===== src/rtl/memctrl_host_pkg.sv =====
// Shared types and constants for the MEMCTRL host-side initiator.
package memctrl_host_pkg;

  typedef enum logic [2:0] {
    IDLE,
    CMD,
    GAP,
    RDWAIT,
    BRUN
  } state_t;

  localparam logic [2:0] BIST_MODE_OFF = 3'b000;
  localparam int         DEF_AW        = 16;
  localparam int         DEF_DW        = 8;

endpackage


===== src/rtl/memctrl_host_if.sv =====
// Host initiator for MEMCTRL: turns valid/ready requests into command+gap strobes,
// returns read data on a response pulse, and sequences timed BIST runs.
//
// state  | meaning
// IDLE   | waiting for a request or a BIST start
// CMD    | command cycle, strobes asserted
// GAP    | first cycle after the command, strobes released
// RDWAIT | further read-latency cycles, OEB still low
// BRUN   | BIST_EN held for the fixed run window
module memctrl_host_if
  import memctrl_host_pkg::*;
#(
  parameter int AW          = DEF_AW,
  parameter int DW          = DEF_DW,
  parameter int RD_LAT      = 1,
  parameter int BIST_CYCLES = 4200,
  parameter int BCW         = 13
) (
  input  logic          i_clk,
  input  logic          i_rst,
  input  logic          i_req_valid,
  output logic          o_req_ready,
  input  logic          i_req_we,
  input  logic [AW-1:0] i_req_addr,
  input  logic [DW-1:0] i_req_wdata,
  output logic          o_rsp_valid,
  output logic [DW-1:0] o_rsp_rdata,
  input  logic          i_bist_start,
  input  logic [2:0]    i_bist_mode_in,
  output logic          o_bist_done,
  output logic          o_bist_result,
  output logic [AW-1:0] o_addr,
  output logic          o_ce,
  output logic          o_csb,
  output logic [DW-1:0] o_idata,
  output logic          o_oeb,
  output logic          o_web,
  output logic          o_bist_en,
  output logic [2:0]    o_bist_mode,
  input  logic [DW-1:0] i_odata,
  input  logic          i_bist_pass
);

  localparam logic [BCW-1:0] LP_RD_LAST   = BCW'(RD_LAT);
  localparam logic [BCW-1:0] LP_BIST_LAST = BCW'(BIST_CYCLES - 1);

  state_t          r_state;
  logic [BCW-1:0]  r_cnt;
  logic            r_we;
  logic            r_rsp_valid;
  logic [DW-1:0]   r_rsp_rdata;
  logic            r_bist_done;
  logic            r_bist_result;
  logic [AW-1:0]   r_addr;
  logic            r_ce;
  logic            r_csb;
  logic [DW-1:0]   r_idata;
  logic            r_oeb;
  logic            r_web;
  logic            r_bist_en;
  logic [2:0]      r_bist_mode;
  logic            w_bist_go;

  // A qualifying BIST start wins the IDLE cycle, so the request is held off.
  assign w_bist_go   = i_bist_start && (i_bist_mode_in != BIST_MODE_OFF);
  assign o_req_ready = (r_state == IDLE) && !i_rst && !w_bist_go;

  always_ff @(posedge i_clk) begin
    if (i_rst) begin
      r_state       <= IDLE;
      r_cnt         <= '0;
      r_we          <= 1'b0;
      r_rsp_valid   <= 1'b0;
      r_rsp_rdata   <= '0;
      r_bist_done   <= 1'b0;
      r_bist_result <= 1'b0;
      r_addr        <= '0;
      r_ce          <= 1'b0;
      r_csb         <= 1'b1;
      r_idata       <= '0;
      r_oeb         <= 1'b1;
      r_web         <= 1'b1;
      r_bist_en     <= 1'b0;
      r_bist_mode   <= BIST_MODE_OFF;
    end else begin
      r_rsp_valid <= 1'b0;
      r_bist_done <= 1'b0;
      case (r_state)
        IDLE: begin
          if (w_bist_go) begin
            r_state     <= BRUN;
            r_bist_en   <= 1'b1;
            r_bist_mode <= i_bist_mode_in;
            r_cnt       <= '0;
          end else if (i_req_valid) begin
            r_state <= CMD;
            r_we    <= i_req_we;
            r_addr  <= i_req_addr;
            r_ce    <= 1'b1;
            r_csb   <= 1'b0;
            r_web   <= !i_req_we;
            r_oeb   <= i_req_we;
            r_idata <= i_req_we ? i_req_wdata : '0;
          end
        end
        CMD: begin
          r_state <= GAP;
          r_ce    <= 1'b0;
          r_csb   <= 1'b1;
          r_web   <= 1'b1;
          r_idata <= '0;
          r_cnt   <= BCW'(1);
        end
        GAP, RDWAIT: begin
          if (r_we) begin
            r_state <= IDLE;
          end else if (r_cnt == LP_RD_LAST) begin
            r_rsp_rdata <= i_odata;
            r_rsp_valid <= 1'b1;
            r_oeb       <= 1'b1;
            r_state     <= IDLE;
          end else begin
            r_cnt   <= r_cnt + 1'b1;
            r_state <= RDWAIT;
          end
        end
        BRUN: begin
          if (r_cnt == LP_BIST_LAST) begin
            r_bist_result <= i_bist_pass;
            r_bist_done   <= 1'b1;
            r_bist_en     <= 1'b0;
            r_bist_mode   <= BIST_MODE_OFF;
            r_state       <= IDLE;
          end else begin
            r_cnt <= r_cnt + 1'b1;
          end
        end
        default: r_state <= IDLE;
      endcase
    end
  end

  assign o_rsp_valid   = r_rsp_valid;
  assign o_rsp_rdata   = r_rsp_rdata;
  assign o_bist_done   = r_bist_done;
  assign o_bist_result = r_bist_result;
  assign o_addr        = r_addr;
  assign o_ce          = r_ce;
  assign o_csb         = r_csb;
  assign o_idata       = r_idata;
  assign o_oeb         = r_oeb;
  assign o_web         = r_web;
  assign o_bist_en     = r_bist_en;
  assign o_bist_mode   = r_bist_mode;

endmodule


===== config.mk =====
export PLATFORM = sky130hd
export DESIGN_NAME = memctrl_host_if
export DESIGN_NICKNAME = d
export VERILOG_FILES = /design/src/rtl/memctrl_host_pkg.sv /design/src/rtl/memctrl_host_if.sv
export SDC_FILE = /design/constraint.sdc
export NUM_CORES = 1
export LEC_CHECK = 0
export BUFFER_PORTS_ARGS = -buffer_cell sky130_fd_sc_hd__buf_4
export CAP_MARGIN = 5
export CORE_UTILIZATION = 50
export DETAILED_ROUTE_END_ITERATION = 7
export PLACE_DENSITY_LB_ADDON = 0.25
export SYNTH_ARGS = -nofsm -noshare
export SYNTH_HDL_FRONTEND = slang
export SYNTH_SLANG_ARGS = --single-unit

===== constraint.sdc =====
create_clock -name i_clk -period 2.3 [get_ports i_clk]
set_input_delay 0.23 -clock i_clk [delete_from_list [all_inputs] [get_ports i_clk]]
set_output_delay 0.23 -clock i_clk [all_outputs]
set_load 0.02 [all_outputs]

==> results.yml, run 1 <==
outcome:
  status: "finished clean"
pwr:
  powerDensity_nw_per_um2: 748.9
  vdd_ir_drop_max_mv: 0.5378
  power_leakage_nw: 1.467
layout:
  final_core_util_pct: 70.48
  drive_gt1_share_pct: 30.75
  nets: 412
  fillers: 395
  seq_area_sq_um: 1201
  multi_input_area_sq_um: 1195
  diodes: 0
  syn_to_final_growth_pct: 34.60
clock_tree:
  postCtsSetupBuffers: 0
  clock_path_buffers: 2
  numCtsBuffers: 9
  postCtsHoldBufs: 0
  worstSkewPairLatency_ns: 0.33
  clock-sinks: 60
  cts_tree: "done"
  path_clk_slew_ns: 0.06
  h-tree-depth: 3
  cts_root_buffer: "clkbuf_8"
  cts.repair.resized: 0
timing:
  max_freq_ghz: 0.4737
  period_minus_slack_ns: 2.111
  fin_worst_skew_ns: 0.005431
  fin_setup_tns_ns: 0
  maxSlewViolCount: 0
  rsz0062_at_grt: "false"
  relSlewSlack_pct: 60.16
  post-route-period-util_pct: 91.78
  worstMarginPinSlew_ns: 0.5931
  setup_viol: 0
  hold_violations: 0
grt:
  grt_pass1_vias: 2137
  antenna_found_initial: 0
  grt_max_degree: 44
  grt_pass1_wl_um: 9432
  grt_remaining_overflow: 0
  grt_use_total_pct: 23.39
synth:
  ys_types: 47
  yosysMostFrequentCell: "dfxtp_1"
  yosys.area.top_type_share_pct: 47.93
  yosysTopAreaCell: "dfxtp_1"
  synth_seq_cells: 60
  seq_area_frac_synth_pct: 47.93
  synth_area_per_cell_sq_um: 8.824
  postSynthCellCount: 284
  ys.flop_type: "dfxtp_1"
  synthTopCellsByCount: "60 x dfxtp_1, 47 x nand2_1, 30 x nor2_1"
  synth_area_leaders: "dfxtp_1 48%, nand2_1 7.0%, a21oi_1 4.6%, nor2_1 4.5%, mux2i_1 4.0%"
  ys_async_sr_fraction_pct: 0
  netlist_area_sq_um: 2506
  synth_edf_count: 0
  yosys_warnings: 0
  synth_nets: 327
route:
  via_count: 2287
  dr.first_iter.drc_count: 102
  remaining_drc_errors: 0
  wirelength_um: 5853
  ant_nets: 0
  wl_per_cell_um: 13.27
  drtPass1Iterations: 4
  avgViaCountPerCell: 5.186
worst_setup_path:
  worstSetupPathType: "reg2reg"
  r2r.worst_path.cells: 6
  r2r-start: "r_cnt[0]$_SDFFE_PP0P_"
  cp.required_ns: 2.52
  cp-end-kind: "flip-flop"
  rrSetupSlack_ns: 0.19
  critPathArrivalTime_ns: 2.33
  path_max_fanout: 14
  cp-startpoint: "r_cnt[0]$_SDFFE_PP0P_"
  worstReg2RegEnd: "r_cnt[10]$_SDFFE_PP0P_"
  start_kind: "flip-flop"
die:
  start_util_pct: 52.37
  die_h_um: 72.80
  num_io_pins: 85
  rows: 25
  dieArea_sq_um: 5299
  die_w_um: 72.80
  core_sq_um: 4786
place:
  dpl.hpwl_um: 4198
  port_buffers: 84
  gp_congestion: 0.7764
worst_hold_path:
  hold_start: "i_req_wdata[0]"
  hold_depth: 2
  hold_end: "o_idata[0]$_SDFFE_PP0P_"
  hp-class: "in2reg"
job:
  drv_cap: 0
==> critical path, cell delays in order, from the launching register on <==
cell,delay (ns)
dfxtp_1,0.46
ha_1,0.25
and4_1,0.32
nand4_2,0.23
nand4b_2,0.36
nor2_1,0.10
a211o_1,0.28
==> per-layer routing <==
| metal | share of wire [%] | GRT usage [%] |
|---|---|---|
| met5 | 0 | 0 |
| met4 | 0.97 | 10.24 |
| met3 | 5.2 | 7.735 |
| met2 | 49 | 38.63 |
| met1 | 45 | 27.74 |
==> stage by stage <==
stage	setup WS [ns]	hold slack [ns]	cell area, sq um	std cells	power (mW)
after detailed placement	0.2340	0.4474	3171	425	1.598
after floorplan	0.5421	0.3626	2506	284	1.420
after global placement	0.2799	0.4418	3171	425	1.582
after global routing	0.07548	0.1083	3373	441	2.650
final	0.1890	0.1201	3373	441	2.526
after CTS	0.2076	0.09873	3373	441	2.554
==> cells by family (layout without fill, tap and decap cells) <==
group                      after synthesis  in the layout  synth area share, %
and+or+nand+nor                        127            127                25.36
DFF                                     60             60                47.93
buffers and inverters                   21            111                4.393
muxes                                   10             10                3.994
adders and majority gates                2              2               0.9983
AOI/OAI and AO/OA                       63             63                16.97
xor gates and xnor gates                 1              1               0.3495
==> layout by cell type, fill, tap and decap left out, types with 4 or more instances in the layout <==
cell       n
nand3_1    7
inv_1      6
clkbuf_8  11
dfxtp_1   60
a21oi_1   23
o21ai_0    9
nand2_1   47
mux2i_1   10
o31ai_1    4
nand4_1    4
nor2_1    30
nor2b_1    4
and3_1     5
nor3_1    11
buf_4     89
a22o_1     8
==> report_power, final <==
group / switching [mW] / internal (mW)
logic: 0.238 / 0.193
clock network: 0.397 / 0.556
registers: 0.0467 / 1.10
total: 0.682 / 1.84
==> registers in the layout, summed over array words and instances (netlist names), 3 cells and up <==
signal	cells
o_addr	16
r_cnt	13
o_idata	8
o_rsp_rdata	8
o_bist_mode	3
r_state	3
==> cell type report <==
type                       instances  area share (%)
clock inverter                     4           1.409
multi-input combinational        203           35.42
timing repair buffer              89           19.81
sequential                        60           35.61
clock buffer                      12           4.599
tap                               67           2.485
inverter                           6          0.6677
==> worst max-delay path by stage <==
stage	to	cells past startpoint	slack (ns)
global route	r_cnt[10]$_SDFFE_PP0P_	6	0.08
floorplan	r_cnt[12]$_SDFFE_PP0P_	7	0.54
global placement	r_cnt[11]$_SDFFE_PP0P_	6	0.28
detailed placement	r_cnt[10]$_SDFFE_PP0P_	6	0.23
finish	r_cnt[10]$_SDFFE_PP0P_	6	0.19
CTS	r_cnt[10]$_SDFFE_PP0P_	6	0.21
No activity file was read; power rests on OpenSTA's default activity.
==> run 2: changes to the inputs <==
--- a/config.mk
+++ b/config.mk
@@ -5,9 +5,11 @@
 export SDC_FILE = /design/constraint.sdc
 export NUM_CORES = 1
 export LEC_CHECK = 0
+export ABC_AREA = 1
 export BUFFER_PORTS_ARGS = -buffer_cell sky130_fd_sc_hd__buf_4
 export CAP_MARGIN = 5
-export CORE_UTILIZATION = 50
+export CORE_MARGIN = 2
+export CORE_UTILIZATION = 51
 export DETAILED_ROUTE_END_ITERATION = 7
 export PLACE_DENSITY_LB_ADDON = 0.25
 export SYNTH_ARGS = -nofsm -noshare
==> run 2 against run 1 <==
Against the previous run: final area rose by 7.9%; highest routed layer unchanged; die area rose by 15%; synthesized cell count rose by 37%; critical endpoint is now r_cnt[12]$_SDFFE_PP0P_; clock-buffer cell count fell by 2.
==> results.yml, run 2 <==
worst_setup_path:
  crit_path_cell_trace: "ha_1 > nand3_1 > nor2_2 > nand3_4 > nand3_4 > nand2_4 > clkinv_4 > nand2_1 > nand2_1"
  cp.required_ns: 2.58
  crit_buf_inv: 1
  rrSetupSlack_ns: 0.60
  cpMaxStageDelayCell: "dfxtp_1"
  r2r.worst_path.cells: 9
  critical_path_depth: 9
  r2r-start: "r_cnt[0]$_SDFFE_PP0P_"
  worstSetupPathType: "reg2reg"
  path_max_fanout: 9
  path_delay_family: "simple AND/OR/NAND/NOR gates"
  worstReg2RegEnd: "r_cnt[12]$_SDFFE_PP0P_"
  critPathArrivalTime_ns: 1.98
  start_kind: "flip-flop"
  cp_slowest_stage_delay_ns: 0.41
  cp-end-kind: "flip-flop"
timing:
  hold_violations: 0
  period_minus_slack_ns: 1.697
  worstMarginPinSlew_ns: 0.7823
  maxSlewViolCount: 0
  rsz0062_at_grt: "false"
  fin_setup_tns_ns: 0
  fin_worst_skew_ns: 0.006192
  max_freq_ghz: 0.5894
  fin_ws_ns: 0.6033
  relSlewSlack_pct: 47.79
  setup_viol: 0
  post-route-period-util_pct: 73.77
worst_hold_path:
  hold_end: "o_addr[4]$_SDFFE_PP0P_"
  hp-class: "in2reg"
  hold_start: "i_req_addr[4]"
  hold_depth: 3
synth:
  yosysTopAreaCell: "dfxtp_1"
  synth_edf_count: 0
  synth_seq_cells: 60
  synth_area_leaders: "dfxtp_1 43%, nand2_1 12%, nor2_1 9.8%, nand3_1 4.5%, a21oi_1 4.1%"
  yosysMostFrequentCell: "nand2_1"
  synth_area_per_cell_sq_um: 7.233
  yosys_warnings: 0
  synth_nets: 431
  postSynthCellCount: 388
  synthTopCellsByCount: "88 x nand2_1, 73 x nor2_1, 60 x dfxtp_1"
  ys_async_sr_fraction_pct: 0
  seq_area_frac_synth_pct: 42.80
  ys_types: 33
  ys.flop_type: "dfxtp_1"
  netlist_area_sq_um: 2806
  yosys.area.top_type_share_pct: 42.80
die:
  die_w_um: 78.18
  start_util_pct: 51.92
  core_sq_um: 5405
  num_io_pins: 85
  dieArea_sq_um: 6112
  rows: 27
  die_h_um: 78.18
grt:
  grt_remaining_overflow: 0
  antenna_found_initial: 0
  grt_pass1_vias: 2521
  grt_max_degree: 30
  grt_pass1_wl_um: 11010
  grt_use_total_pct: 22.38
clock_tree:
  postCtsSetupBuffers: 0
  cts_tree: "done"
  cts.repair.resized: 0
  cts_root_buffer: "clkbuf_8"
  clock-sinks: 60
  clock_path_buffers: 2
  path_clk_slew_ns: 0.07
  h-tree-depth: 3
  worstSkewPairLatency_ns: 0.33
  postCtsHoldBufs: 0
  numCtsBuffers: 9
place:
  dpl.hpwl_um: 4656
  gp_congestion: 0.9414
  port_buffers: 84
  pre_cts_slack_ns: 0.6844
  placed_area_sq_um: 3458
layout:
  fillers: 472
  syn_to_final_growth_pct: 29.69
  multi_input_area_sq_um: 1391
  nets: 514
  drive_gt1_share_pct: 27.16
  diodes: 0
  final_cell_mix: "88 x nand2_1, 84 x buf_4, 73 x nor2_1"
  fin_area_sq_um: 3640
  largest_reg_flops: 16
  seq_area_sq_um: 1201
  layout_commonest_cell: "nand2_1"
route:
  wirelength_um: 6518
  dr.first_iter.drc_count: 149
  drtPass1Iterations: 4
  ant_nets: 0
  wl_per_cell_um: 11.92
  remaining_drc_errors: 0
  via_count: 2715
  avgViaCountPerCell: 4.963
pwr:
  powerDensity_nw_per_um2: 762.2
  power_mw: 2.774
  vdd_ir_drop_max_mv: 0.4511
  power_leakage_nw: 1.683
outcome:
  status: "finished clean"
job:
  drv_cap: 0
-- run 2: changes by cell type in the layout (fill, tap and decap cells not counted), sizes merged, moves of 7 or more --
cell | previous run | this run
a22o | 8 | 0
inv | 6 | 34
nor2 | 30 | 84
nor3 | 13 | 6
nand2 | 47 | 93
mux2i | 10 | 0
o21ai | 10 | 27
nand3 | 7 | 29
-- run 2: cell families after synthesis --
kind of cell    count (synthesis)  share of synthesized area, %
simple gates                  222                         37.72
flops                          60                         42.80
xor+xnor                        3                        0.9364
compound gates                 53                         10.03
buf+inv                        48                         7.624
fa+ha+maj                       2                        0.8915
-- run 2: power breakdown --
| part | switching [mW] | total (mW) | internal [mW] |
|---|---|---|---|
| logic | 0.431 | 0.694 | 0.263 |
| clock network | 0.410 | 0.901 | 0.491 |
| registers | 0.0548 | 1.18 | 1.12 |
| total | 0.896 | 2.77 | 1.88 |
-- run 2: how the worst max path moves through the flow --
stage / startpoint / end / slack, ns
after floorplan: r_cnt[0]$_SDFFE_PP0P_ / r_cnt[11]$_SDFFE_PP0P_ / 0.89
after global placement: r_cnt[0]$_SDFFE_PP0P_ / o_rsp_rdata[7]$_SDFFE_PP0P_ / 0.73
after detailed placement: r_cnt[0]$_SDFFE_PP0P_ / o_bist_mode[1]$_SDFFE_PP0P_ / 0.68
after CTS: r_cnt[0]$_SDFFE_PP0P_ / r_cnt[12]$_SDFFE_PP0P_ / 0.60
after global routing: r_cnt[0]$_SDFFE_PP0P_ / r_cnt[10]$_SDFFE_PP0P_ / 0.45
final: r_cnt[0]$_SDFFE_PP0P_ / r_cnt[12]$_SDFFE_PP0P_ / 0.60
-- run 2: cell type report --
cell class                      instances  share of cell area, %
Multi-Input combinational cell        280                  38.23
Inverter                               36                  3.988
Sequential cell                        60                  33.00
Tap cell                               72                  2.475
Clock buffer                           10                  3.506
Clock inverter                          5                  1.478
Timing Repair Buffer                   84                  17.33
-- run 2: worst reg2reg max path, stage by stage, from the launching register on --
cell and delay (ns):
dfxtp_1 0.41, ha_1 0.29, nand3_1 0.14, nor2_2 0.19, nand3_4 0.14, nand3_4 0.17, nand2_4 0.09, clkinv_4 0.10
nand2_1 0.05, nand2_1 0.06
-- run 2: per-stage QoR --
| step | hold slack (ns) | utilization, % | std cells |
|---|---|---|---|
| after global routing | 0.1052 | 67.34 | 547 |
| after global placement | 0.4427 | 63.98 | 532 |
| after floorplan | 0.3649 | - | 388 |
| after detailed placement | 0.4504 | 63.98 | 532 |
| final | 0.1179 | 67.34 | 547 |
| after CTS | 0.1070 | 67.34 | 547 |
-- run 2: per-layer routing --
layer | part of all wire, % | track usage (%) | vias up
met1 | 45 | 28.50 | 1227
li1 | - | - | 1399
met3 | 7.3 | 7.701 | 9
met2 | 46 | 35.52 | 80
met4 | 1.1 | 7.544 | 0
met5 | 0 | 0 | -
==> run 3: changes to the inputs <==
==> constraint.sdc (replaced) <==
create_clock -name i_clk -period 1.65 [get_ports i_clk]
set_input_delay 0.165 -clock i_clk [delete_from_list [all_inputs] [get_ports i_clk]]
set_output_delay 0.165 -clock i_clk [all_outputs]
set_load 0.02 [all_outputs]
==> run 3 against run 2 <==
Against the previous run: clock skew rose by 0.0034 ns; sequential share of layout area down 1.1 points; global-route usage increased by 0.62 points; combinational power rose by 48%; utilization grew 2.4 points; non-clock buffer count grew 17; worst setup slack got worse by 0.51 ns; maximum frequency rose by 8.7%; cell count is 3.3% higher; register-to-register slack worse by 0.51 ns.
==> results.yml, run 3 (synthesis gave the netlist of run 2 again) <==
outcome:
  status: "finished clean"
pwr:
  power_leakage_nw: 1.766
  power_mw: 3.830
  powerDensity_nw_per_um2: 1016
  vdd_ir_drop_max_mv: 0.8058
die:
  core_sq_um: 5405
  die_h_um: 78.18
  rows: 27
  num_io_pins: 85
  start_util_pct: 51.92
  dieArea_sq_um: 6112
  die_w_um: 78.18
route:
  drtPass1Iterations: 5
  wirelength_um: 6997
  wl_per_cell_um: 12.38
  via_count: 2833
  remaining_drc_errors: 0
  ant_nets: 0
  avgViaCountPerCell: 5.014
  dr.first_iter.drc_count: 208
timing:
  fin_worst_skew_ns: 0.009617
  relSlewSlack_pct: 75.73
  fin_ws_ns: 0.08840
  fin_setup_tns_ns: 0
  hold_violations: 0
  worstMarginPinSlew_ns: 0.3627
  setup_viol: 0
  maxSlewViolCount: 0
  post-route-period-util_pct: 94.64
  period_minus_slack_ns: 1.562
  max_freq_ghz: 0.6404
clock_tree:
  worstSkewPairLatency_ns: 0.34
  clock_path_buffers: 2
  clock-sinks: 60
  cts_tree: "done"
  path_clk_slew_ns: 0.06
  numCtsBuffers: 9
  postCtsHoldBufs: 0
  cts_root_buffer: "clkbuf_8"
  h-tree-depth: 3
worst_setup_path:
  crit_path_cell_trace: "ha_2 > nand3_1 > nor2_2 > nand3_4 > nand3_4 > nand2_4 > clkinv_4 > nand2_1 > nand2_1"
  cp_slowest_stage_delay_ns: 0.39
  cp.required_ns: 1.93
  rrSetupSlack_ns: 0.09
  path_max_fanout: 9
  critPathArrivalTime_ns: 1.84
  cp-end-kind: "flip-flop"
  worstSetupPathType: "reg2reg"
  cpMaxStageDelayCell: "dfxtp_1"
  start_kind: "flip-flop"
worst_hold_path:
  hp-class: "in2reg"
grt:
  grt_pass1_vias: 2597
  grt_max_degree: 26
  antenna_found_initial: 0
  grt_pass1_wl_um: 11210
  grt_use_total_pct: 23.00
  grt_remaining_overflow: 0
place:
  port_buffers: 84
  dpl.hpwl_um: 5130
  gp_congestion: 0.8919
  pre_cts_slack_ns: 0.05653
  dp.cells: 543
layout:
  seq_area_sq_um: 1202
  multi_input_area_sq_um: 1403
  syn_to_final_growth_pct: 34.28
  fillers: 446
  drive_gt1_share_pct: 30.22
  final_cell_mix: "101 x buf_4, 88 x nand2_1, 72 x nor2_1"
  nets: 531
  fin_cells: 565
  layout_commonest_cell: "buf_4"
  diodes: 0
  largest_reg_flops: 16
  final_core_util_pct: 69.72
job:
  drv_cap: 0
==> run 3: cell types whose count changed in the layout (fill, tap and decap cells not counted), sizes merged <==
cell      previous run  this run
buf                 84       101
clkbuf              10        12
clkinv               6         4
clkinvlp             0         2
bufinv               1         0
==> run 3: repair_timing <==
item,in CTS,in global routing
setup buffers,0,6
endpoints found under the setup margin,0,23
hold endpoints to repair,0,0
gates resized for setup,0,4
==> run 3: report_power, final <==
part	leakage, nW	switching, mW	total, mW	internal (mW)
clock network	0.0824	0.576	1.16	0.581
logic	1.19	0.622	1.03	0.410
registers	0.489	0.0728	1.64	1.57
total	1.77	1.27	3.83	2.56
==> run 3: metrics by stage <==
step | hold WS [ns] | cell area (sq um)
finish | 0.02001 | 3769
global route | 0.01750 | 3769
CTS | 0.009699 | 3711
detailed placement | 0.3712 | 3541
global placement | 0.3708 | 3541
floorplan | 0.2999 | 2806
==> run 3: worst paths after layout <==
check                                         endpoint                  start  depth (start not counted)
worst max-delay path            r_cnt[11]$_SDFFE_PP0P_  r_cnt[0]$_SDFFE_PP0P_                          9
worst max register to register  r_cnt[11]$_SDFFE_PP0P_  r_cnt[0]$_SDFFE_PP0P_                          9
worst min register to register      o_csb$_SDFFE_PP1P_     o_csb$_SDFFE_PP1P_                          2
worst min-delay path            o_rsp_valid$_SDFF_PP0_                  i_rst                          2
==> run 3: per-layer routing <==
metal  vias up  routed length [um]  global-route usage [%]  part of all wire [%]
li1       1441                   -                       -                     -
met1      1277                3065                   28.10                    44
met2       101                3283                   36.81                    47
met3        14                 535                   8.046                   7.6
met4         0                 113                   9.825                   1.6
met5         -                   0                       0                     0
==> run 3: layout make-up <==
| class | instances | area share (%) |
|---|---|---|
| clock buffers | 12 | 3.851 |
| clock inverters | 4 | 0.6640 |
| inverters | 36 | 3.851 |
| multi-input cells | 280 | 37.22 |
| flip-flops and latches | 60 | 31.91 |
| well taps | 72 | 2.390 |
| repair buffers | 101 | 20.12 |
==> run 3: critical path: cells and delay by family, from the launching register on <==
family,cells,cell delay [ns]
adders and majority gates,1,0.24
and+or+nand+nor,7,0.81
buffers and inverters,1,0.07
DFF,1,0.39
